===== src/rtl/param_updown_counter.sv =====
// Parametrised synchronous up/down counter with enable, parallel load,
// a choice of wrap or saturate at the range ends, a terminal-count flag and a registered wrap pulse.
module param_updown_counter #(
  parameter int unsigned     WIDTH    = 3,
  parameter longint unsigned MODULUS  = 8,
  parameter longint unsigned RST_VAL  = 0,
  parameter bit              SATURATE = 1'b0
) (
  input  logic             clk,
  input  logic             rst,
  input  logic             en,
  input  logic             up,
  input  logic             load,
  input  logic [WIDTH-1:0] d,
  output logic [WIDTH-1:0] q,
  output logic             tc,
  output logic             wrap
);

  // Reject parameter sets that could let q leave 0..MODULUS-1.
  if (WIDTH < 1 || WIDTH > 32) begin : g_bad_width
    $error("param_updown_counter: WIDTH must be in 1..32");
  end
  if (MODULUS < 2 || MODULUS > (64'd1 << WIDTH)) begin : g_bad_modulus
    $error("param_updown_counter: MODULUS must be in 2..2**WIDTH");
  end
  if (RST_VAL >= MODULUS) begin : g_bad_rst_val
    $error("param_updown_counter: RST_VAL must be below MODULUS");
  end

  localparam longint unsigned  MaxL   = MODULUS - 1;
  localparam logic [WIDTH:0]   MaxVal = MaxL[WIDTH:0];
  localparam logic [WIDTH-1:0] RstVal = RST_VAL[WIDTH-1:0];

  logic [WIDTH-1:0] count_q, count_d;
  logic             wrap_q, wrap_d;
  logic [WIDTH:0]   qExt, dExt, nextExt;

  // The extra top bit keeps MODULUS == 2**WIDTH from overflowing.
  assign qExt = {1'b0, count_q};
  assign dExt = {1'b0, d};

  assign tc = up ? (qExt == MaxVal) : (count_q == '0);

  always_comb begin
    nextExt = qExt;
    wrap_d  = 1'b0;
    if (load) begin
      nextExt = (dExt > MaxVal) ? MaxVal : dExt;
    end else if (en) begin
      wrap_d = tc;
      if (up) begin
        nextExt = tc ? (SATURATE ? qExt : '0) : (qExt + 1'b1);
      end else begin
        nextExt = tc ? (SATURATE ? qExt : MaxVal) : (qExt - 1'b1);
      end
    end
    // Final clamp guarantees q never reaches MODULUS whatever the path above.
    count_d = (nextExt > MaxVal) ? MaxVal[WIDTH-1:0] : nextExt[WIDTH-1:0];
  end

  always_ff @(posedge clk) begin
    if (rst) begin
      count_q <= RstVal;
      wrap_q  <= 1'b0;
    end else begin
      count_q <= count_d;
      wrap_q  <= wrap_d;
    end
  end

  assign q    = count_q;
  assign wrap = wrap_q;

endmodule

===== config.mk =====
export PLATFORM = sky130hd
export DESIGN_NAME = param_updown_counter
export DESIGN_NICKNAME = d
export VERILOG_FILES = /design/src/rtl/param_updown_counter.sv
export SDC_FILE = /design/constraint.sdc
export NUM_CORES = 1
export LEC_CHECK = 0
export ABC_AREA = 1
export CAP_MARGIN = 20
export CORE_AREA = 2 2 39 41
export DETAILED_ROUTE_END_ITERATION = 8
export DIE_AREA = 0 0 41 43
export HOLD_SLACK_MARGIN = 0.06
export PLACE_DENSITY = 0.63
export SKIP_CTS_REPAIR_TIMING = 1
export SYNTH_ARGS = -nofsm -noshare
export SYNTH_HDL_FRONTEND = slang
export SYNTH_SLANG_ARGS = --single-unit

===== constraint.sdc =====
create_clock -name clk -period 1.82 [get_ports clk]
set_input_delay 0.364 -clock clk [delete_from_list [all_inputs] [get_ports clk]]
set_output_delay 0.364 -clock clk [all_outputs]
set_load 0.01 [all_outputs]

==> impl_metrics.csv, run 1 <==
group,metric,value,unit
die,die_h,43,um
place,port_buffers,12,
global_routing,grt_max_degree,7,
detailed_routing,wl_per_cell,9.08,um
timing,final-hold-violation-count,0,
detailed_routing,via_count,442,
cells_and_area,layout.nets,96,
synth,synthTopCellsByArea,"dfxtp_1 (22%), nand2_1 (19%), ha_1 (14%)",
timing,setup_viol,0,
clocking,cts_buffers,3,
setup_path,critPathBufInv,1,
synth,yosysSeqAreaShare,22.1,%
die,die_w,41,um
detailed_routing,ant_nets,0,
timing,rsz0062_at_grt,"no",
timing,tightest_slew,0.222,ns
cells_and_area,stdcell_count,98,
die,row_count,14,
detailed_routing,dr.pass1.iters,4,
synth,synth_top_area_share,22.1,%
setup_path,crit_chain,"ha_1 > ha_1 > nand2_1 > nand2_1 > dlymetal6s2s_1",
setup_path,end_kind,"primary output",
clocking,cts_tree,"built",
power,leakage,0.313,nW
timing,slew_viol_final,0,
place,post-place-ws,-0.208,ns
global_routing,grt_pass1_vias,406,
cells_and_area,drive_gt1_share,18.3,%
clocking,h-tree-depth,1,
timing,maxSlewHeadroom,85.1,%
synth,synthesis.area,362,um^2
clocking,clk_path_buf_depth,2,
timing,fin_crit,1.72,ns
cells_and_area,diodes,0,
die,initial_core_util,26.1,%
die,dieArea,1760,um^2
setup_path,cpMaxStageDelayCell,"dfxtp_1",
place,post-dp-hpwl,747,um
synth,yosys_warnings,0,
clocking,clk_latency,0.23,ns
detailed_routing,routed_via_density,4.51,
setup_path,crit_arrival,1.36,ns
place,place_congestion,0.834,
die,core_area,1380,um^2
detailed_routing,wirelength,890,um
clocking,cts-root-buf,"clkbuf_4",
cells_and_area,syn_to_final_growth,60.2,%
detailed_routing,drc,0,
synth,synth_seq_cells,4,
setup_path,path_class,"flop to primary output",
clocking,clk_pin_slew,0.04,ns
setup_path,start_kind,"flop",
power,peakVddDrop,423,uV
global_routing,track_usage,13.0,%
worst_hold_path,hold_class,"primary input to flop",
synth,syn_inst,60,
job,max-cap-violations,0,
setup_path,critical-path-top-delay-family,"adder cells",
timing,fmax,581,MHz
synth,ys_types,15,
timing,worst_slack,0.0986,ns
clocking,clock-sinks,4,
die,pin_count,13,
setup_path,crit_path_max_fanout,4,
global_routing,grt_first_pass_wirelength,1.55,mm
setup_path,cp_slowest_stage_delay,0.31,ns
synth,syn_area_per_cell,6.03,um^2
detailed_routing,drt-initial-drc-count,12,
synth,synth_top_cell_by_area,"dfxtp_1",
power,powerDensity,586,nW/um^2
outcome,status,"completed",
power,p_total,0.340,mW
setup_path,crit_required,1.46,ns
synth,syn_nets,72,
timing,period_share,94.6,%
global_routing,grt_remaining_overflow,0,
timing,finClkSkew,0.00522,ns
global_routing,antenna_found_initial,0,
place,place_inst,95,
## worst register-to-register path: stages (launching register included)
cell and delay, ns:
dfxtp_1 0.34, buf_4 0.12, inv_1 0.05, buf_4 0.13, ha_1 0.18, nor2_1 0.08
nand2_1 0.05, nand2_1 0.06, nand3_1 0.07, nand2_1 0.07, nand2_1 0.05, nor2_1 0.08
nor2_1 0.04
## power by group
| part | switching [mW] | leakage (nW) | internal (mW) |
|---|---|---|---|
| Clock | 0.0332 | 0.0138 | 0.0735 |
| Combinational | 0.0650 | 0.266 | 0.0688 |
| Sequential | 0.00435 | 0.0331 | 0.0947 |
## sequential cells by signal, indices dropped and copies added, names as in the netlist
signal  cells
q           3
wrap        1
## cell type report
cell class              instances  area, um^2
fillers                       145         805
clock buffers                   3        22.5
inverters                       9        33.8
repair buffers                 19         175
multi-input cells              47         248
flip-flops and latches          4        80.1
well taps                      16        20.0
## per-layer routing
metal	GRT usage, %	part of all wire [%]	up-vias	wire, um
met3	3.14	5.7	0	51
met2	20.9	53	14	469
li1	-	-	238	-
met1	15.4	41	190	369
met4	6.00	0	0	0
met5	0	0	-	0
## cells by family (layout without fill, tap and decap cells)
logic type	Yosys count	in the layout	synth area share (%)
flip-flops	4	4	22.1
AO/OA/AOI/OAI	7	7	11.4
buffers and inverters	9	31	9.34
adder cells (fa/ha/maj)	4	4	13.8
AND/OR/NAND/NOR	36	36	43.3
## cell usage after synthesis
library cell	instances
nand2_1	18
nor2_1	10
inv_1	7
dfxtp_1	4
ha_1	4
nand3_1	3
o21ai_0	3
a21oi_1	2
inv_2	2
nand4_1	2
a21oi_2	1
nand2_2	1
nand3_2	1
nor3b_1	1
o211ai_1	1
## layout by cell type (no fill, tap or decap), drive strengths merged
master	instances
dlymetal6s2s	1
nor3b	1
nor2	10
dfxtp	4
o211ai	1
nand2	19
inv	9
buf	7
ha	4
a21oi	3
o21ai	3
clkbuf	3
clkdlybuf4s50	11
nand3	4
nand4	2
## final timing paths
| kind | endpoint | slack (ns) | start | cells after the start |
|---|---|---|---|---|
| worst max-delay path | tc | 0.1 | q[0] | 5 |
| worst min-delay path | q[0] | 0.73 | rst | 2 |
| worst max register to register | q[2] | 0.39 | q[1] | 12 |
| worst min register to register | wrap | 0.78 | q[2] | 4 |
## metrics by stage
step                hold WS, ns  setup TNS [ns]  instance area, um^2  util (%)
global placement          0.785          -0.205                  554      40.1
finish                    0.734               0                  579      41.9
CTS                       0.728          -0.256                  577      41.7
detailed placement        0.782          -0.208                  554      40.1
floorplan                 0.436               0                  362         -
global route              0.777               0                  579      41.9
Note: power is estimated with default switching activity, not from simulation.
==> run 2, diff against run 1 <==
Settings changed: HOLD_SLACK_MARGIN 0.06 to 0.15.
==> results of run 2 <==
Same layout as run 1: the final DEF is identical, and so are final timing and power.
